===== src/rtl/i2c_pkg.sv =====
// Shared state encoding, bus constants and helpers for the I2C target endpoint.
package i2c_pkg;

  typedef enum logic [3:0] {
    IDLE     = 4'd0,
    ADDR     = 4'd1,
    ADDR_ACK = 4'd2,
    WR_BYTE  = 4'd3,
    WR_ACK   = 4'd4,
    RD_BYTE  = 4'd5,
    RD_ACK   = 4'd6,
    IGNORE   = 4'd7
  } i2c_state_t;

  localparam logic I2C_ACK     = 1'b0;
  localparam logic I2C_NACK    = 1'b1;
  localparam logic I2C_RW_READ = 1'b1;

  localparam logic [3:0] BIT_CNT_MAX = 4'd9;

  function automatic logic [3:0] satInc(input logic [3:0] value);
    return (value >= BIT_CNT_MAX) ? BIT_CNT_MAX : value + 4'd1;
  endfunction

endpackage


===== src/rtl/i2c_line_cond.sv =====
// SCL/SDA conditioning: synchronizer, optional stability filter (I2C_TARGET_GLITCH_FILTER_EN)
// and detection of SCL edges plus START/STOP bus conditions.
module i2c_line_cond #(
  parameter int SYNC_STAGES = 2
) (
  input  logic i_clk,
  input  logic i_rst,
  input  logic i_scl,
  input  logic i_sda,
  output logic o_sda,
  output logic o_sclRise,
  output logic o_sclFall,
  output logic o_start,
  output logic o_stop
);

  logic [SYNC_STAGES-1:0] r_sclSync;
  logic [SYNC_STAGES-1:0] r_sdaSync;
  logic                   r_sclPrev;
  logic                   r_sdaPrev;
  logic                   w_scl;
  logic                   w_sda;

  // Idle bus is high, so everything resets to 1 to avoid a false event after reset.
  always_ff @(posedge i_clk or posedge i_rst) begin
    if (i_rst) begin
      r_sclSync <= '1;
      r_sdaSync <= '1;
      r_sclPrev <= 1'b1;
      r_sdaPrev <= 1'b1;
    end else begin
      r_sclSync <= {r_sclSync[SYNC_STAGES-2:0], i_scl};
      r_sdaSync <= {r_sdaSync[SYNC_STAGES-2:0], i_sda};
      r_sclPrev <= w_scl;
      r_sdaPrev <= w_sda;
    end
  end

`ifdef I2C_TARGET_GLITCH_FILTER_EN
  logic [1:0] r_sclHist;
  logic [1:0] r_sdaHist;

  always_ff @(posedge i_clk or posedge i_rst) begin
    if (i_rst) begin
      r_sclHist <= '1;
      r_sdaHist <= '1;
    end else begin
      r_sclHist <= {r_sclHist[0], r_sclSync[SYNC_STAGES-1]};
      r_sdaHist <= {r_sdaHist[0], r_sdaSync[SYNC_STAGES-1]};
    end
  end

  // A new level is accepted only when the current and two previous samples agree.
  assign w_scl = (r_sclHist == {2{r_sclSync[SYNC_STAGES-1]}}) ? r_sclSync[SYNC_STAGES-1] : r_sclPrev;
  assign w_sda = (r_sdaHist == {2{r_sdaSync[SYNC_STAGES-1]}}) ? r_sdaSync[SYNC_STAGES-1] : r_sdaPrev;
`else
  assign w_scl = r_sclSync[SYNC_STAGES-1];
  assign w_sda = r_sdaSync[SYNC_STAGES-1];
`endif

  assign o_sda     = w_sda;
  assign o_sclRise = w_scl & ~r_sclPrev;
  assign o_sclFall = ~w_scl & r_sclPrev;
  assign o_start   = w_scl & r_sclPrev & r_sdaPrev & ~w_sda;
  assign o_stop    = w_scl & r_sclPrev & ~r_sdaPrev & w_sda;

endmodule


===== src/rtl/i2c_target_regs.sv =====
// I2C target exposing a 16-bit read word and capturing a 16-bit write word.
// Optional glitch filter on SCL/SDA is enabled with I2C_TARGET_GLITCH_FILTER_EN.
module i2c_target_regs
  import i2c_pkg::*;
#(
  parameter logic [6:0] TARGET_ADDR = 7'h44,
  parameter int         SYNC_STAGES = 2
) (
  input  logic        PT_CK,
  input  logic        RESET,
  input  logic        SCL_I,
  input  logic        SDA_I,
  output logic        SDA_OE,
  input  logic [15:0] TX_DATA,
  output logic [15:0] RX_DATA,
  output logic        RX_VALID,
  output logic        ADDR_HIT,
  output logic        RD_DONE,
  output logic        BUSY,
  output logic [3:0]  ST
);

  i2c_state_t  r_state;
  logic [3:0]  r_bitCnt;
  logic [7:0]  r_shift;
  logic        r_rw;
  logic [15:0] r_shadow;
  logic [15:0] r_hold;
  logic [15:0] r_rxData;
  logic        r_byteIdx;
  logic [1:0]  r_wrCnt;
  logic        r_sdaOe;
  logic        r_rxValid;
  logic        r_addrHit;
  logic        r_rdDone;
  logic        r_busy;

  logic        w_sda;
  logic        w_sclRise;
  logic        w_sclFall;
  logic        w_start;
  logic        w_stop;
  logic [7:0]  w_curByte;

  i2c_line_cond #(.SYNC_STAGES(SYNC_STAGES)) u_lineCond (
    .i_clk     (PT_CK),
    .i_rst     (RESET),
    .i_scl     (SCL_I),
    .i_sda     (SDA_I),
    .o_sda     (w_sda),
    .o_sclRise (w_sclRise),
    .o_sclFall (w_sclFall),
    .o_start   (w_start),
    .o_stop    (w_stop)
  );

  assign w_curByte = r_byteIdx ? r_shadow[7:0] : r_shadow[15:8];

  // Bits are sampled on SCL rise; SDA_OE only moves on SCL fall so the bus is stable while SCL is high.
  always_ff @(posedge PT_CK or posedge RESET) begin
    if (RESET) begin
      r_state   <= IDLE;
      r_bitCnt  <= '0;
      r_shift   <= '0;
      r_rw      <= 1'b0;
      r_shadow  <= '0;
      r_hold    <= '0;
      r_rxData  <= '0;
      r_byteIdx <= 1'b0;
      r_wrCnt   <= '0;
      r_sdaOe   <= 1'b0;
      r_rxValid <= 1'b0;
      r_addrHit <= 1'b0;
      r_rdDone  <= 1'b0;
      r_busy    <= 1'b0;
    end else begin
      r_rxValid <= 1'b0;
      r_addrHit <= 1'b0;
      r_rdDone  <= 1'b0;
      if (w_stop) begin
        r_state  <= IDLE;
        r_sdaOe  <= 1'b0;
        r_busy   <= 1'b0;
        r_bitCnt <= '0;
      end else if (w_start) begin
        r_state  <= ADDR;
        r_sdaOe  <= 1'b0;
        r_busy   <= 1'b0;
        r_bitCnt <= '0;
      end else begin
        case (r_state)
          IDLE: ;
          ADDR: begin
            if (w_sclRise) begin
              r_shift  <= {r_shift[6:0], w_sda};
              r_bitCnt <= satInc(r_bitCnt);
            end else if (w_sclFall && r_bitCnt == 4'd8) begin
              r_bitCnt <= '0;
              if (r_shift[7:1] == TARGET_ADDR) begin
                r_state   <= ADDR_ACK;
                r_rw      <= r_shift[0];
                r_sdaOe   <= ~I2C_ACK;
                r_addrHit <= 1'b1;
                r_busy    <= 1'b1;
              end else begin
                r_state <= IGNORE;
                r_sdaOe <= 1'b0;
              end
            end
          end
          ADDR_ACK: begin
            if (w_sclRise) begin
              r_bitCnt <= satInc(r_bitCnt);
            end else if (w_sclFall && r_bitCnt != 4'd0) begin
              r_bitCnt <= '0;
              if (r_rw == I2C_RW_READ) begin
                r_shadow  <= TX_DATA;
                r_byteIdx <= 1'b0;
                r_sdaOe   <= ~TX_DATA[15];
                r_state   <= RD_BYTE;
              end else begin
                r_sdaOe <= 1'b0;
                r_wrCnt <= '0;
                r_state <= WR_BYTE;
              end
            end
          end
          WR_BYTE: begin
            if (w_sclRise) begin
              r_shift  <= {r_shift[6:0], w_sda};
              r_bitCnt <= satInc(r_bitCnt);
            end else if (w_sclFall && r_bitCnt == 4'd8) begin
              r_bitCnt <= '0;
              r_state  <= WR_ACK;
              if (r_wrCnt == 2'd0) begin
                r_hold[15:8] <= r_shift;
                r_sdaOe      <= ~I2C_ACK;
              end else if (r_wrCnt == 2'd1) begin
                r_hold[7:0] <= r_shift;
                r_sdaOe     <= ~I2C_ACK;
              end else begin
                r_sdaOe <= ~I2C_NACK;
              end
            end
          end
          WR_ACK: begin
            if (w_sclRise) begin
              r_bitCnt <= satInc(r_bitCnt);
            end else if (w_sclFall && r_bitCnt != 4'd0) begin
              r_bitCnt <= '0;
              r_sdaOe  <= 1'b0;
              if (r_wrCnt >= 2'd2) begin
                r_state <= IGNORE;
              end else begin
                if (r_wrCnt == 2'd1) begin
                  r_rxData  <= r_hold;
                  r_rxValid <= 1'b1;
                end
                r_wrCnt <= r_wrCnt + 2'd1;
                r_state <= WR_BYTE;
              end
            end
          end
          RD_BYTE: begin
            if (w_sclRise) begin
              r_bitCnt <= satInc(r_bitCnt);
            end else if (w_sclFall && r_bitCnt == 4'd8) begin
              r_bitCnt <= '0;
              r_sdaOe  <= 1'b0;
              r_state  <= RD_ACK;
            end else if (w_sclFall && r_bitCnt != 4'd0) begin
              r_sdaOe <= ~w_curByte[3'd7 - r_bitCnt[2:0]];
            end
          end
          RD_ACK: begin
            if (w_sclRise) begin
              if (w_sda == I2C_NACK) begin
                r_rdDone <= 1'b1;
                r_state  <= IGNORE;
                r_bitCnt <= '0;
              end else begin
                r_byteIdx <= ~r_byteIdx;
                r_bitCnt  <= satInc(r_bitCnt);
              end
            end else if (w_sclFall && r_bitCnt != 4'd0) begin
              r_bitCnt <= '0;
              r_sdaOe  <= ~w_curByte[7];
              r_state  <= RD_BYTE;
            end
          end
          IGNORE:  r_sdaOe <= 1'b0;
          default: r_state <= IDLE;
        endcase
      end
    end
  end

  assign SDA_OE   = r_sdaOe;
  assign RX_DATA  = r_rxData;
  assign RX_VALID = r_rxValid;
  assign ADDR_HIT = r_addrHit;
  assign RD_DONE  = r_rdDone;
  assign BUSY     = r_busy;
  assign ST       = r_state;

endmodule


===== config.mk =====
export PLATFORM = sky130hd
export DESIGN_NAME = i2c_target_regs
export DESIGN_NICKNAME = d
export VERILOG_FILES = /design/src/rtl/i2c_pkg.sv /design/src/rtl/i2c_line_cond.sv /design/src/rtl/i2c_target_regs.sv
export SDC_FILE = /design/constraint.sdc
export NUM_CORES = 1
export LEC_CHECK = 0
export CAP_MARGIN = 20
export CELL_PAD_IN_SITES_DETAIL_PLACEMENT = 2
export CELL_PAD_IN_SITES_GLOBAL_PLACEMENT = 2
export CORE_MARGIN = 4
export CORE_UTILIZATION = 38
export DETAILED_ROUTE_END_ITERATION = 6
export HOLD_SLACK_MARGIN = 0.1
export PLACE_DENSITY_LB_ADDON = 0.1
export SYNTH_ARGS = -nofsm -noshare
export SYNTH_HDL_FRONTEND = slang
export SYNTH_SLANG_ARGS = --single-unit

===== constraint.sdc =====
create_clock -name PT_CK -period 3.07 [get_ports PT_CK]
set_input_delay 0.614 -clock PT_CK [delete_from_list [all_inputs] [get_ports PT_CK]]
set_output_delay 0.614 -clock PT_CK [all_outputs]
set_load 0.1 [all_outputs]

==> Word level (Yosys, flattened, before mapping) <==
Index checks and enable logic that the tools add are counted.
{ "classes": {"bitwise": 20, "addsub": 3, "eq_ne": 37, "mux": 87, "n_reduce_logical": 28, "magnitude_cmp": 3} }
{ "ops": {"columns": ["operator", "count"], "rows": [
  ["4-bit two-way mux", 24],
  ["1-bit two-way mux", 47],
  ["4-bit case mux with 7 select lines", 1],
  ["13-bit AND reduction", 2],
  ["4-bit by 2-bit inequality test with 1-bit output, second input constant", 6],
  ["4-bit inequality test, second input constant", 6],
  ["6-bit AND reduction", 3],
  ["4-bit by 3-bit equality test with 1-bit output, second input constant", 4],
  ["2-bit inequality test, second input constant", 8],
  ["7-bit AND reduction", 2],
  ["1-bit NOT", 13],
  ["2-bit two-way mux", 6],
  ["4-bit case mux with 3 select lines", 1],
  ["3-bit two-way mux", 3],
  ["9-bit AND reduction", 1],
  ["3-bit nonzero test", 3],
  ["9-bit nonzero test", 1],
  ["4-bit by 2-bit equality test with 1-bit output, second input constant", 2],
  ["8-bit two-way mux", 1],
  ["4-bit AND reduction", 2],
  ["8-bit AND reduction", 1],
  ["1-bit bitwise AND", 7],
  ["7-bit equality test, second input constant", 1],
  ["1-bit case mux with 7 select lines", 1],
  ["28 further kinds", 32]
]} }
{ "totals": {"input_bits": 20, "out_inout_bits": 25, "register_bits": 79, "wordCells": 197} }

==> Depth between registers and ports, before layout <==
Gate-level depths: netlist of the first run.
{ "depth": {"depth_word": 10, "depth_mapped": 8, "mapped_depth_nobuf": 7} }

==> Cells and area by module <==
A second synthesis of the first run with hierarchy kept.
{ "hier_totals": {"hier_cells": 308, "hier_area_um2": 3867.5} }
{ "modules_own_cells": {"columns": ["module", "cells_per_inst", "n_inst", "seq_area_each_um2", "area_each_um2"], "rows": [
  ["i2c_target_regs", 297, 1, 1801.7, 3673.5],
  ["i2c_line_cond", 11, 1, 157.7, 193.9]
]} }

==> Worst setup path before layout of the first run <==
No wires, ideal clock.
{ "synth_path": {"kind": "reg-to-reg", "startpoint": "reg r_state[1], in the netlist ST[1]", "endpoint": "reg r_rxData[0], in the netlist RX_DATA[0]", "path_stages_with_launch": 6, "setup_time_ns": 0.125, "path_buffers": 2, "path_slack_ns": 0.524, "t_required_ns": 2.945, "arrival_time_ns": 2.421, "period_less_slack_ns": 2.546, "cell_sequence": "dfrtp_1 buf_2 or3b_1 nor4_4 buf_6 mux2_2"} }
{ "synth_between": {"elab_chain_len": 2} }
{ "synth_rtl": {"columns": ["item", "line", "source"], "rows": [
  ["from (decl)", "i2c_target_regs.sv:23", "i2c_state_t r_state;"],
  ["from (signal assigned)", "i2c_target_regs.sv:62", "r_state <= IDLE;"],
  ["from (signal assigned)", "i2c_target_regs.sv:81", "r_state <= IDLE;"],
  ["from (signal assigned)", "i2c_target_regs.sv:86", "r_state <= ADDR;"],
  ["4-bit by 3-bit equality test with 1-bit output", "i2c_target_regs.sv:91", "case (r_state)"],
  ["7-bit AND reduction (no line)", null, null],
  ["to (signal assigned)", "i2c_target_regs.sv:156", "r_rxData <= r_hold;"],
  ["to (decl)", "i2c_target_regs.sv:29", "logic [15:0] r_rxData;"]
]} }
No other way between the ends.
A chain may end at the register's enable or synchronous reset.

==> Final worst setup path of the first run <==
{ "layout_path": {"startpoint": "reg r_bitCnt[1]", "endpoint": "reg r_hold[2]"} }
{ "layout_between": {"elab_chain_len": 3} }
{ "layout_rtl": {"columns": ["item", "line", "source"], "rows": [
  ["from (decl)", "i2c_target_regs.sv:24", "logic [3:0] r_bitCnt;"],
  ["from (signal assigned)", "i2c_target_regs.sv:96", "r_bitCnt <= satInc(r_bitCnt);"],
  ["from (signal assigned)", "i2c_target_regs.sv:113", "r_bitCnt <= satInc(r_bitCnt);"],
  ["from (signal assigned)", "i2c_target_regs.sv:131", "r_bitCnt <= satInc(r_bitCnt);"],
  ["4-bit equality test", "i2c_target_regs.sv:132", "end else if (w_sclFall && r_bitCnt == 4'd8) begin"],
  ["1-bit logical AND", "i2c_target_regs.sv:132", null],
  ["7-bit AND reduction (no line)", null, null],
  ["to (signal assigned)", "i2c_target_regs.sv:139", "r_hold[7:0] <= r_shift;"],
  ["to (decl)", "i2c_target_regs.sv:28", "logic [15:0] r_hold;"]
]} }
No other way between the ends.

==> results of run 1 <==
==> final cells by class <==
cell class | count | area, µm² | area share (%)
Inverter | 9 | 35.03 | 0.7756
Multi-Input combinational cell | 208 | 1715 | 37.98
Clock inverter | 5 | 81.33 | 1.801
Tap cell | 133 | 166.4 | 3.684
Clock buffer | 11 | 131.4 | 2.909
Sequential cell | 78 | 1959 | 43.38
Timing Repair Buffer | 49 | 427.9 | 9.474
==> worst max-delay path, delay by kind of cell, from the launching register on <==
family	cells	cell delay, ns
multiplexers	1	0.41
buffers and inverters	1	0.16
adder cells (fa/ha/maj)	1	0.21
flip-flops	1	0.48
AND/OR/NAND/NOR	4	1.19
==> metal layers <==
metal  GRT usage [%]  vias to the layer above  wire length [µm]
li1                -                     1219                 -
met1           23.21                     1364              4451
met2           30.46                       37              4873
met3           4.060                       13               304
met4           6.492                        0               159
met5               0                        -                 0
==> Yosys cell counts (all sizes together) (2+ instances only) <==
master	number	area, µm²
a211oi	2	15.01
a21boi	2	15.01
a21oi	12	60.06
a31oi	7	43.79
a41oi	4	35.03
and3	3	18.77
buf	10	65.06
clkbuf	6	22.52
dfrtp	72	1802
dfstp	6	157.7
ha	8	100.1
inv	9	33.78
mux2	59	664.4
mux2i	6	60.06
mux4	2	45.04
nand2	14	52.55
nand2b	5	31.28
nand3	5	30.03
nand3b	2	15.01
nand4	2	12.51
nor2	12	45.04
nor2b	5	31.28
nor3	7	35.03
nor3b	3	22.52
nor4	4	40.04
nor4b	2	32.53
o21ai	11	55.05
o22ai	4	25.02
or2	4	25.03
or3b	4	35.04
==> cells by family after synthesis <==
| logic type | Yosys count | synth area share, % |
|---|---|---|
| buffers and inverters | 25 | 3.197 |
| AOI/OAI and AO/OA | 55 | 9.723 |
| other | 1 | 0.09878 |
| adders and majority gates | 8 | 2.637 |
| muxes | 67 | 20.27 |
| xor gates and xnor gates | 1 | 0.2308 |
| and+or+nand+nor | 76 | 12.23 |
| DFF | 78 | 51.62 |
==> worst max path at each step <==
stage / cells past startpoint / start / slack, ns / end
5_1_grt: 7 / r_bitCnt[1] / 0.35 / r_hold[2]
6_report: 7 / r_bitCnt[1] / 0.49 / r_hold[2]
3_3_place_gp: 7 / r_bitCnt[1] / 0.68 / r_hold[6]
4_1_cts: 7 / r_bitCnt[1] / 0.48 / r_hold[2]
2_1_floorplan: 1 / RESET / 0.47 / ADDR_HIT
3_5_place_dp: 7 / r_bitCnt[1] / 0.52 / r_hold[2]
==> flip-flops by register name (all words and copies together) (netlist names) <==
signal                count
ST                        3
RD_DONE                   1
r_shift                   8
r_wrCnt                   2
u_lineCond.r_sclSync      2
u_lineCond.r_sdaSync      2
u_lineCond.r_sclPrev      1
ADDR_HIT                  1
BUSY                      1
r_shadow                 16
u_lineCond.r_sdaPrev      1
RX_VALID                  1
SDA_OE                    1
r_rw                      1
r_byteIdx                 1
RX_DATA                  16
r_bitCnt                  4
r_hold                   16
==> stage by stage <==
stage | util [%] | worst slack [ns] | instance area [µm²] | instances | hold slack, ns
floorplan | - | 0.4709 | 3796 | 311 | 0.3452
global placement | 44.24 | 0.6803 | 4304 | 477 | 0.3457
CTS | 46.42 | 0.4816 | 4517 | 493 | 0.3592
detailed placement | 44.24 | 0.5197 | 4304 | 477 | 0.3476
global route | 46.42 | 0.3486 | 4517 | 493 | 0.3648
finish | 46.42 | 0.4854 | 4517 | 493 | 0.3577
==> power by group <==
part	internal (mW)	total [mW]	leakage [nW]	switching (mW)
Clock	0.460	0.862	0.104	0.402
Sequential	1.13	1.37	1.01	0.231
Combinational	0.466	1.18	0.914	0.718
==> impl_metrics.toml, run 1 <==
[status]
status = "completed"

[die]
die_area_um2 = 11650
pin_count = 45
core_area_um2 = 9729
start_util_pct = 39.02
fp.dieW_um = 108.0
core.rowCount = 36
die_y_um = 108.0

[power]
power.density_nw_per_um2 = 755.5
p_leak_nw = 2.029
power.total_mw = 3.412
max-vdd-ir-drop_mv = 0.2911

[global_routing]
grt_pass1_wl_um = 16340
grt-ovfl-total = 0
grt_max_degree = 79
antenna_found_initial = 0
grt_pass1_vias = 2961
track_usage_pct = 18.20

[worst_hold_path]
hp-class = "flop to flop"
min_from = "u_lineCond.r_sclSync[0]"
min_path_cells = 0
holdPathEnd = "u_lineCond.r_sclSync[1]"

[sta]
worstMarginPinSlew_ns = 0.7230
setup_viol = 0
relSlewSlack_pct = 51.62
finalCritPeriodShare_pct = 84.19
skew_ns = 0.01414
finalCriticalPeriod_ns = 2.585
fmax_ghz = 0.3869
slew_violations = 0
tns_ns = 0
rsz0062_at_grt = "false"
hold_viol = 0

[drt]
drtIter0Drc = 72
wl_um = 9787
via_per_inst = 5.341
routedWlPerCell_um = 19.85
num_vias = 2633
dr.pass1.iters = 4
ant_nets = 0
drc = 0

[synth]
synth_area_per_cell_um2 = 12.21
yosysWarnings = 0
netlist_area_um2 = 3796
synth_cell_type_count = 56
synth_edf_count = 0
synth_nets = 339
ys_seq_area_share_pct = 51.62
synthArstFlopShare_pct = 100.0
ys_seq_elements = 78
ys.flop_type = "dfrtp_1"
syn_inst = 311

[setup_path]
cp.arrival_ns = 2.83
rr_endpoint = "r_hold[2]"
worstSetupPathType = "flop to flop"
cp-start-kind = "flop"
slowest_stage = "nor4b_4"
rrSetupSlack_ns = 0.49
rr_startpoint = "r_bitCnt[1]"
worstPathMaxFanout = 9
path_cells = "inv_1, ha_1, and4bb_1, and2_4, nand3_2, nor4b_4, mux2_2"
cp-end-kind = "flop"
critical-path-max-stage-delay_ns = 0.60
cp_data_required_time_ns = 3.32
reg2regPathDepth = 7

[placement]
io_buffer_count = 43
place.gp.congestion = 0.7974
dp.final_hpwl_um = 6809

[cells_and_area]
antenna_cells = 0
fillers = 1002
final_cell_mix = "72 x dfrtp_1, 59 x mux2_2, 29 x buf_4"
syn_to_final_growth_pct = 18.98
fin_nets = 383
drive_above_1_share_pct = 34.17
final_common_cell = "dfrtp_1"

[cts]
cts_tree = "built"
cts.clk_slew.worst_paths_ns = 0.08
cts_buffers = 9
cts-root-buf = "clkbuf_8"
cts-htree-levels = 3
cts_sinks = 78
cts_max_path_buffers = 2
ctsResizeCount = 0
clk-insertion-delay-late_ns = 0.37
holdBufCountCts = 0
cts_setup_buffers = 0

[run]
cap_violations = 0
Power figures use the tool's default switching activity.
==> run 2: changes to the inputs <==
--- a/config.mk
+++ b/config.mk
@@ -9,7 +9,7 @@
 export CELL_PAD_IN_SITES_DETAIL_PLACEMENT = 2
 export CELL_PAD_IN_SITES_GLOBAL_PLACEMENT = 2
 export CORE_MARGIN = 4
-export CORE_UTILIZATION = 38
+export CORE_UTILIZATION = 34
 export DETAILED_ROUTE_END_ITERATION = 6
 export HOLD_SLACK_MARGIN = 0.1
 export PLACE_DENSITY_LB_ADDON = 0.1
==> constraint.sdc (replaced) <==
create_clock -name PT_CK -period 2.2 [get_ports PT_CK]
set_input_delay 0.44 -clock PT_CK [delete_from_list [all_inputs] [get_ports PT_CK]]
set_output_delay 0.44 -clock PT_CK [all_outputs]
set_load 0.1 [all_outputs]
==> run 2 against run 1 <==
Against the previous run:
- register-to-register slack lost 0.41 ns
- utilization is 1.2 points lower
- non-clock buffer count increased by 38
- global-route usage is 0.17 points lower
- hold slack gained 0.0077 ns
- die area rose by 11%
- sequential power up 27%
- final area rose by 9.1%
- cell count increased by 9.1%
- fmax up 22%
==> impl_metrics.toml, run 2 (synthesis results as in run 1) <==
[power]
clockPowerShare_pct = 22.1
p_int_mw = 3.071
max-vdd-ir-drop_mv = 0.5488
power.density_nw_per_um2 = 1043
p_sw_share_pct = 40.26
power_switching_mw = 2.070
p_leak_nw = 2.235
comb_power_share_pct = 44.0
seqPwrFrac_pct = 33.8

[die]
die_y_um = 113.7
start_util_pct = 34.87
die_area_um2 = 12920
pin_count = 45
core_area_um2 = 10890
core.rowCount = 38
fp.dieW_um = 113.7

[cells_and_area]
fin_util_pct = 45.24
fin_nets = 421
syn_to_final_growth_pct = 29.76
antenna_cells = 0
final_common_cell = "dfrtp_1"
drive_above_1_share_pct = 43.97
instances_no_fill = 538
final_cell_mix = "69 x dfrtp_1, 62 x buf_4, 58 x mux2_2"

[cts]
cts_buffers = 9
cts-htree-levels = 3
cts_max_path_buffers = 2
clk-insertion-delay-late_ns = 0.38
cts.clk_slew.worst_paths_ns = 0.09
cts-root-buf = "clkbuf_8"
cts_tree = "built"
holdBufCountCts = 0
cts_sinks = 78

[drt]
drc = 0
routedWlPerCell_um = 20.01
ant_nets = 0
num_vias = 2805
via_per_inst = 5.214
wl_um = 10770
dr.pass1.iters = 4
drtIter0Drc = 139

[sta]
fmax_ghz = 0.4708
skew_ns = 0.01381
hold_slack_ns = 0.3654
finalCriticalPeriod_ns = 2.124
hold_viol = 0
finalCritPeriodShare_pct = 96.54
slew_violations = 0
tns_ns = 0
setup_viol = 0

[run]
cap_violations = 0

[setup_path]
cp-end-kind = "flop"
critical-path-max-stage-delay_ns = 0.40
cp-start-kind = "flop"
rrSetupSlack_ns = 0.08
rr_startpoint = "r_bitCnt[0]"
worstSetupPathType = "flop to flop"
path_cells = "inv_2, ha_4, and4bb_2, and2_4, nand3_4, nor4b_4, buf_6, mux2_2"
rr_endpoint = "r_hold[1]"
slowest_stage = "dfrtp_1"
cp.arrival_ns = 2.38
cp_data_required_time_ns = 2.46
worstPathMaxFanout = 8
reg2regPathDepth = 8

[worst_hold_path]
hp-class = "flop to flop"
min_from = "u_lineCond.r_sclSync[0]"
min_path_cells = 0
holdPathEnd = "u_lineCond.r_sclSync[1]"

[placement]
dp.final_hpwl_um = 7533
dp_cells = 521
io_buffer_count = 43
place.gp.congestion = 0.7832

[global_routing]
grt_max_degree = 79
grt-ovfl-total = 0
track_usage_pct = 18.03
antenna_found_initial = 0
grt_pass1_wl_um = 17820
grt_pass1_vias = 3152

[status]
status = "completed"
## run 2: changes by cell type in the layout (fill, tap and decap cells not counted), sizes merged
cell      before  now
clkbuf        11    9
clkinvlp       1    2
inv            9   11
bufinv         2    1
buf           30   68
## run 2: power by group through the flow
stage	clock network (mW)	logic, mW	registers [mW]
2_1_floorplan	0	1.13	1.98
3_3_place_gp	0	2.13	1.76
3_5_place_dp	0	2.19	1.77
4_1_cts	1.19	2.24	1.74
5_1_grt	1.27	2.48	1.77
6_report	1.14	2.26	1.74
## run 2: worst max path at each step
stage | startpoint | slack (ns) | to | cells after the start
final | r_bitCnt[0] | 0.08 | r_hold[1] | 8
after global routing | u_lineCond.r_sclSync[1] | -0.004 | r_bitCnt[0] | 6
after CTS | r_bitCnt[0] | 0.002 | r_rw | 7
after detailed placement | r_bitCnt[0] | -0.35 | RX_DATA[1] | 6
after global placement | r_bitCnt[0] | -0.25 | RX_DATA[15] | 6
after floorplan | ST[1] | 0.01 | RX_DATA[0] | 5
## run 2: worst max-delay path, delay by kind of cell (launching register included)
family | cells | cell delay, ns
buffers and inverters | 2 | 0.28
and+or+nand+nor | 4 | 0.84
adders and majority gates | 1 | 0.15
DFF | 1 | 0.40
muxes | 1 | 0.34
## run 2: through the flow
| stage | setup slack, ns | instance area, µm² | total power [mW] |
|---|---|---|---|
| 3_3_place_gp | -0.2466 | 4637 | 3.890 |
| 3_5_place_dp | -0.3516 | 4637 | 3.961 |
| 4_1_cts | 0.001909 | 4898 | 5.179 |
| 2_1_floorplan | 0.01365 | 3807 | 3.112 |
| 5_1_grt | -0.003707 | 4926 | 5.519 |
| 6_report | 0.07612 | 4926 | 5.140 |
## run 2: area by class of cell
cell class	instances	area, µm²
well taps	140	175.2
flip-flops and latches	78	1966
fillers	1101	5962
repair buffers	87	767.0
multi-input cells	208	1777
inverters	9	37.54
clock buffers	9	123.9
clock inverters	7	80.08
## run 2: routing by layer
| layer | vias to the layer above | GRT usage (%) | routed length (µm) |
|---|---|---|---|
| li1 | 1303 | - | - |
| met1 | 1457 | 23.69 | 4892 |
| met2 | 37 | 28.86 | 5396 |
| met3 | 8 | 5.995 | 378 |
| met4 | 0 | 4.327 | 97 |
| met5 | - | 0 | 0 |
## run 2: repair_timing
action / CTS / global route
pin swaps: 3 / 5
setup buffers: 3 / 0
gates resized for setup: 7 / 8
setup endpoints to repair: 50 / 15
